**config.mk**
```make
export PLATFORM = sky130hd
export DESIGN_NAME = dmem_responder_flat
export DESIGN_NICKNAME = d
export VERILOG_FILES = /design/src/rtl/dmem_responder_if.sv /design/src/rtl/dmem_responder.sv /design/src/flat_wrapper.sv
export SDC_FILE = /design/constraint.sdc
export NUM_CORES = 2
export LEC_CHECK = 0
export BUFFER_PORTS_ARGS = -buffer_cell sky130_fd_sc_hd__buf_2
export CAP_MARGIN = 10
export CORE_ASPECT_RATIO = 0.5
export CORE_MARGIN = 5
export CORE_UTILIZATION = 39
export CTS_CLUSTER_DIAMETER = 40
export DETAILED_ROUTE_END_ITERATION = 8
export GPL_ROUTABILITY_DRIVEN = 0
export PLACE_DENSITY_LB_ADDON = 0.08
export SLEW_MARGIN = 0
export SYNTH_ARGS = -nofsm -noshare
export SYNTH_HDL_FRONTEND = slang
export SYNTH_SLANG_ARGS = --single-unit
```
**constraint.sdc**
```tcl
create_clock -name clk -period 6.36 [get_ports clk]
set_input_delay 0.954 -clock clk [delete_from_list [all_inputs] [get_ports clk]]
set_output_delay 0.954 -clock clk [all_outputs]
set_load 0.03 [all_outputs]
```
**src/rtl/dmem_responder_if.sv**
```systemverilog
// Data-port bus between the SCPU data side and dmem_responder.
// Carries the request (req/we/addr/wdata/be) and the response (rdata/ready/err).
interface dmem_responder_if;
  logic        req;
  logic        we;
  logic [31:0] addr;
  logic [31:0] wdata;
  logic [3:0]  be;
  logic [31:0] rdata;
  logic        ready;
  logic        err;

  modport master (
    output req, we, addr, wdata, be,
    input  rdata, ready, err
  );

  modport slave (
    input  req, we, addr, wdata, be,
    output rdata, ready, err
  );
endinterface

```
**src/rtl/dmem_responder.sv**
```systemverilog
// dmem_responder: data-side memory responder for the SCPU data port.
// Word RAM plus an MMIO window at addr[31:28]==4'hF (LED register, cycle counter).
// Each request is answered WAIT_CYCLES+1 cycles after it is accepted.
// Optional feature macro DM_ERR_EN: flags out-of-range RAM and misaligned accesses
// (err with ready, write suppressed, read returns 32'hDEADBEEF). Undefined: err is 0.
//
// state  | meaning
// IDLE   | waiting for req; latches the request when it arrives
// WAIT   | counting down the wait states
// RESP   | performs the access and raises ready for one cycle
module dmem_responder #(
  parameter int DEPTH       = 128,
  parameter int WAIT_CYCLES = 0,
  parameter int LED_W       = 16
) (
  input  logic             clk,
  input  logic             rstn,
  dmem_responder_if.slave  bus,
  output logic [LED_W-1:0] led
);
  localparam int AW = $clog2(DEPTH);

  typedef enum logic [1:0] {S_IDLE, S_WAIT, S_RESP} state_t;

  state_t        state;
  logic [3:0]    wait_cnt;
  logic          we_q;
  logic [31:0]   addr_q;
  logic [31:0]   wdata_q;
  logic [3:0]    be_q;
  logic [31:0]   cycle_cnt;
  logic [31:0]   rdata_q;
  logic          ready_q;
  logic          err_q;
  logic [31:0]   mem [DEPTH];

  logic          is_mmio;
  logic [1:0]    mmio_off;
  logic [AW-1:0] word_idx;
  logic [31:0]   be_mask;
  logic          acc_err;
  logic          ram_we;
  logic [31:0]   rd_val;
  logic          unused_addr_bits;

  assign is_mmio  = (addr_q[31:28] == 4'hF);
  assign mmio_off = addr_q[3:2];
  assign word_idx = addr_q[AW+1:2];
  assign be_mask  = {{8{be_q[3]}}, {8{be_q[2]}}, {8{be_q[1]}}, {8{be_q[0]}}};

`ifdef DM_ERR_EN
  assign acc_err = (!is_mmio && (|addr_q[27:AW+2])) || (|addr_q[1:0]);
`else
  assign acc_err = 1'b0;
`endif
  // Upper RAM address bits alias in the default build; kept only for the error check.
  assign unused_addr_bits = ^{addr_q[27:AW+2], addr_q[1:0]};

  assign ram_we = (state == S_RESP) && we_q && !is_mmio && !acc_err;

  assign bus.rdata = rdata_q;
  assign bus.ready = ready_q;
  assign bus.err   = err_q;

  // Read mux: error pattern, MMIO registers, or the addressed RAM word.
  always_comb begin
    rd_val = '0;
    if (acc_err) begin
      rd_val = 32'hDEAD_BEEF;
    end else if (is_mmio) begin
      case (mmio_off)
        2'd0:    rd_val[LED_W-1:0] = led;
        2'd1:    rd_val = cycle_cnt;
        default: rd_val = '0;
      endcase
    end else begin
      rd_val = mem[word_idx];
    end
  end

  // RAM write port; contents are deliberately not reset. An async reset forces
  // IDLE, so an access aborted by reset never reaches this write.
  always_ff @(posedge clk) begin
    if (ram_we) begin
      mem[word_idx] <= (mem[word_idx] & ~be_mask) | (wdata_q & be_mask);
    end
  end

  // Free-running cycle counter, wraps naturally at 32 bits.
  always_ff @(posedge clk or negedge rstn) begin
    if (!rstn) begin
      cycle_cnt <= '0;
    end else begin
      cycle_cnt <= cycle_cnt + 32'd1;
    end
  end

  // Request FSM with registered response outputs and the LED register.
  always_ff @(posedge clk or negedge rstn) begin
    if (!rstn) begin
      state    <= S_IDLE;
      wait_cnt <= '0;
      we_q     <= 1'b0;
      addr_q   <= '0;
      wdata_q  <= '0;
      be_q     <= '0;
      rdata_q  <= '0;
      ready_q  <= 1'b0;
      err_q    <= 1'b0;
      led      <= '0;
    end else begin
      ready_q <= 1'b0;
      err_q   <= 1'b0;
      case (state)
        S_IDLE: begin
          if (bus.req) begin
            we_q    <= bus.we;
            addr_q  <= bus.addr;
            wdata_q <= bus.wdata;
            be_q    <= bus.be;
            if (WAIT_CYCLES > 0) begin
              wait_cnt <= 4'(WAIT_CYCLES - 1);
              state    <= S_WAIT;
            end else begin
              state <= S_RESP;
            end
          end
        end
        S_WAIT: begin
          if (wait_cnt == 4'd0) begin
            state <= S_RESP;
          end else begin
            wait_cnt <= wait_cnt - 4'd1;
          end
        end
        S_RESP: begin
          ready_q <= 1'b1;
          err_q   <= acc_err;
          if (!we_q) begin
            rdata_q <= rd_val;
          end else if (is_mmio && (mmio_off == 2'd0) && !acc_err) begin
            led <= (led & ~be_mask[LED_W-1:0]) | (wdata_q[LED_W-1:0] & be_mask[LED_W-1:0]);
          end
          state <= S_IDLE;
        end
        default: state <= S_IDLE;
      endcase
    end
  end
endmodule
```
**src/flat_wrapper.sv**
```systemverilog
// flat-port wrapper written by rule: the top's interface ports become plain ports
module dmem_responder_flat 
#(
  parameter int DEPTH       = 128,
  parameter int WAIT_CYCLES = 0,
  parameter int LED_W       = 16
)
  (clk, rstn, led, bus_req, bus_we, bus_addr, bus_wdata, bus_be, bus_rdata, bus_ready, bus_err);
  dmem_responder_if bus_i ();
  input  logic clk;
  input  logic rstn;
  output logic [LED_W-1:0] led;
  input wire logic [$bits(bus_i.req)-1:0] bus_req;
  input wire logic [$bits(bus_i.we)-1:0] bus_we;
  input wire logic [$bits(bus_i.addr)-1:0] bus_addr;
  input wire logic [$bits(bus_i.wdata)-1:0] bus_wdata;
  input wire logic [$bits(bus_i.be)-1:0] bus_be;
  output wire logic [$bits(bus_i.rdata)-1:0] bus_rdata;
  output wire logic [$bits(bus_i.ready)-1:0] bus_ready;
  output wire logic [$bits(bus_i.err)-1:0] bus_err;
  assign bus_i.req = bus_req;
  assign bus_i.we = bus_we;
  assign bus_i.addr = bus_addr;
  assign bus_i.wdata = bus_wdata;
  assign bus_i.be = bus_be;
  assign bus_rdata = bus_i.rdata;
  assign bus_ready = bus_i.ready;
  assign bus_err = bus_i.err;
  dmem_responder #(.DEPTH(DEPTH), .WAIT_CYCLES(WAIT_CYCLES), .LED_W(LED_W)) u_core (.clk(clk), .rstn(rstn), .bus(bus_i), .led(led));
endmodule
```
==> impl_metrics.csv <==
group,metric,value,unit
sta,setup_tns,0,ps
global_routing,grt_max_degree,129,
layout,nFillCells,35380,
critical_path,worstPathArrival,6090,ps
status,status,"complete, no violations",
sta,fin_skew,59.66,ps
routing,antenna_left,0,
cts,path_clk_slew,60,ps
placed_design,hpwlAfterDp,315.2,mm
floorplanning,ios,122,
floorplanning,row_count,167,
cts,cts.sinks,4226,
layout,final-seq-area,126300,µm²
sta,slew_headroom,5.316,%
cts,clkLatencyLatePin,1000,ps
pwr,power.density,381.3,nW/µm²
synth,yosys.area.top_type_share,75.94,%
pwr,p_leak,65.60,nW
global_routing,antenna_found_initial,33,
critical_path,crit_slowest_cell,"dfrtp_1",
critical_path,crit_top_cell,"buf_4",
global_routing,grt_pass1_vias,85850,
critical_path,criticalPathCategory,"reg2reg",
sta,setup_viol,0,
floorplanning,core-area,413900,µm²
pwr,vdd_drop_max,0.2854,mV
critical_path,max_stage_delay,860,ps
critical_path,required,7080,ps
critical_path,crit_chain,"nand4b_1 > buf_12 > buf_4 > o22ai_1 > nor2_1 > a41oi_1 > buf_4 > or4_1 > mux2_4 > buf_4",
layout,multi_input_area,34750,µm²
floorplanning,die_w,921.4,µm
sta,hold_violations,0,
floorplanning,dieArea,429100,µm²
synth,synth_warnings,0,
routing,wire_per_inst,35.02,µm
synth,synth_edf_count,4096,
layout,final_net_count,9652,
synth,syn_area_per_cell,18.10,µm²
synth,netlist_area,162000,µm²
synth,synth-async-reset-ratio,3.076,%
critical_path,crit_fanout,68,
placed_design,dp_cells,14680,
routing,routed_wl,545.7,mm
sta,min_period,5366,ps
hold_path,min_path_type,"in2async",
global_routing,grt.met1_usage,37.58,%
synth,yosysTopAreaCell,"edfxtp_1",
sta,worst_pin_slew,1402,ps
floorplanning,dieHeight,465.7,µm
global_routing,grt_use_met2,37.69,%
global_routing,overflow,0,
synth,synth_ff_type,"edfxtp_1",
synth,netlist_instances,8948,
cts,cts_root_buf,"clkbuf_16",
pwr,total_power,72.56,mW
critical_path,startpoint_type,"flop",
synth,ys_types,38,
routing,vias,89210,
floorplanning,start_util,39.13,%
cts,numCtsBuffers,471,
layout,instances_no_fill,15580,
synth,synth_area_leaders,"edfxtp_1 76%, mux2i_1 13%, o22ai_1 4.0%",
routing,first_iter_violations,10000,
cts,cts.path.max_buffers,4,
run,max-cap-violations,0,
sta,min_period_over_period,84.37,%
synth,ys_ff_latch,4226,
global_routing,track_usage,24.75,%
synth,synthAdderAreaFrac,0.007725,%
routing,drc,0,
global_routing,grt_pass1_wl,736.0,mm
sta,fmax,186.4,MHz
placed_design,numPortBuffers,99,
synth,ys_seq_area_share,77.95,%
sta,rsz0062_at_grt,"no",
synth,synth_top_family_by_area,"multiplexers",
synth,synth.net_count,9021,
synth,synth_compound_area_share,5.033,%
critical_path,worst_setup_path_end_kind,"flop",
synth,synth_xor_area_share,0.1622,%
layout,layout-drive-gt1-share,17.04,%
sta,final_max_slew_viol_count,0,
synth,synthMuxAreaShare,13.32,%
routing,drtPass1Iterations,6,
cts,cts_hold_buf,0,
layout,area_delta_synth_final,17.48,%
sta,setup_ws,994.0,ps
cts,cts_tree,"yes",
cts,post_cts_resized,0,
routing,routed_via_density,5.725,
synth,synth-simple-area-share,2.076,%
global_routing,busiest_layer,"met2",
global_routing,use_met3,4.465,%
cts,htree_num_levels,5,
placed_design,dp_worst_setup_slack,1061,ps
cts,postCtsSetupRepairBufs,0,
==> final cells by class <==
| cell class | count | share of cell area [%] |
|---|---|---|
| Inverter | 3 | 0.005918 |
| Timing Repair Buffer | 666 | 3.232 |
| Tap cell | 5577 | 3.667 |
| Clock buffer | 535 | 6.456 |
| Multi-Input combinational cell | 4211 | 18.26 |
| Antenna cell | 32 | 0.04208 |
| Sequential cell | 4226 | 66.35 |
| Clock inverter | 334 | 1.982 |
==> synth_stat cells (all sizes together) (3+ instances only) <==
| cell type | n |
|---|---|
| or4b | 4 |
| nor3 | 6 |
| a22o | 16 |
| nand4b | 4 |
| dfrtp | 130 |
| nand4 | 14 |
| a221oi | 16 |
| o22ai | 1024 |
| inv | 3 |
| mux2i | 2048 |
| a41oi | 128 |
| edfxtp | 4096 |
| a21oi | 16 |
| nor2b | 8 |
| o41ai | 16 |
| mux2 | 95 |
| clkbuf | 133 |
| or4 | 33 |
| nand3 | 24 |
| nand4bb | 6 |
| nand2 | 23 |
| xnor2 | 20 |
| nand2b | 4 |
| a21o | 16 |
| xor2 | 10 |
| buf | 375 |
| nor2 | 667 |
| and3 | 7 |
==> where the power goes <==
| part | internal (mW) | switching [mW] |
|---|---|---|
| clock network | 16.5 | 11.8 |
| logic | 2.74 | 7.64 |
| registers | 33.7 | 0.217 |
==> layout by cell type, fill, tap and decap left out, types with 10 or more instances in the layout <==
cell        Yosys  routed
edfxtp_1     4096    4096
mux2i_1      2048    2048
o22ai_1      1024    1024
nor2_1        667     539
clkbuf_16       0     480
buf_4           2     455
dfrtp_1       130     129
nor2_4          0     128
buf_12          0     111
a41oi_1       128     109
buf_2         346      98
clkinv_2        0      68
mux2_2         95      63
bufinv_16       0      62
clkinv_1        0      57
clkinvlp_4      0      51
clkinv_4        0      48
clkbuf_1      133      47
diode_2         0      32
or4_1          33      32
mux2_4          0      32
inv_6           0      28
nand3_1        24      22
xnor2_1        20      20
a41oi_2         0      19
nand2_1        23      16
a22o_1         16      16
a21o_1         16      16
a221oi_1       16      16
o41ai_1        16      16
a21oi_1        16      16
nand4_1        14      14
xor2_1         10      10
==> per-stage QoR <==
stage                     hold slack [ps]  area [µm²]  utilization, %
after global placement              459.7      174100           42.07
final                               41.80      190300           45.97
after floorplan                     442.5      162000               -
after global routing                63.61      190200           45.95
after CTS                           13.37      190200           45.95
after detailed placement            463.4      174100           42.07
==> per-layer routing <==
metal	routed length [µm]	share of wire, %
met1	254300	47
met2	243500	45
met3	37880	6.9
met4	9958	1.8
met5	46	0.0084
==> registers in the layout, summed over array words and instances (netlist names), named ones only <==
signal            flops
u_core.cycle_cnt     32
u_core.state          1
u_core.addr_q        11
u_core.bus.rdata     32
u_core.we_q           1
u_core.wdata_q       32
u_core.be_q           4
u_core.mem         4096
u_core.bus.ready      1
==> critical path, delay by kind of cell (launching register included) <==
kind,cells,cell delay (ps)
flops,1,860
compound gates,2,620
buf+inv,4,1600
simple gates,3,1080
mux,1,830
==> worst paths after layout <==
check,startpoint,to,slack (ps),depth (start not counted)
min in group clk,bus_wdata[28],u_core.wdata_q[28],210,2
worst max register to register,u_core.addr_q[2],u_core.mem[27][26],990,10
worst max-delay path,u_core.addr_q[2],u_core.mem[27][26],990,10
max in group asynchronous,rstn,u_core.addr_q[3],5070,2
worst min register to register,u_core.cycle_cnt[31],u_core.cycle_cnt[31],470,1
worst min-delay path,rstn,u_core.wdata_q[19],40,1
==> cell families after synthesis <==
logic type / after synthesis
simple gates: 803
mux: 2143
flops: 4226
buf+inv: 511
xor+xnor: 30
compound gates: 1233
other cells: 1
fa+ha+maj: 1
Note: power is estimated with default switching activity, not from simulation.
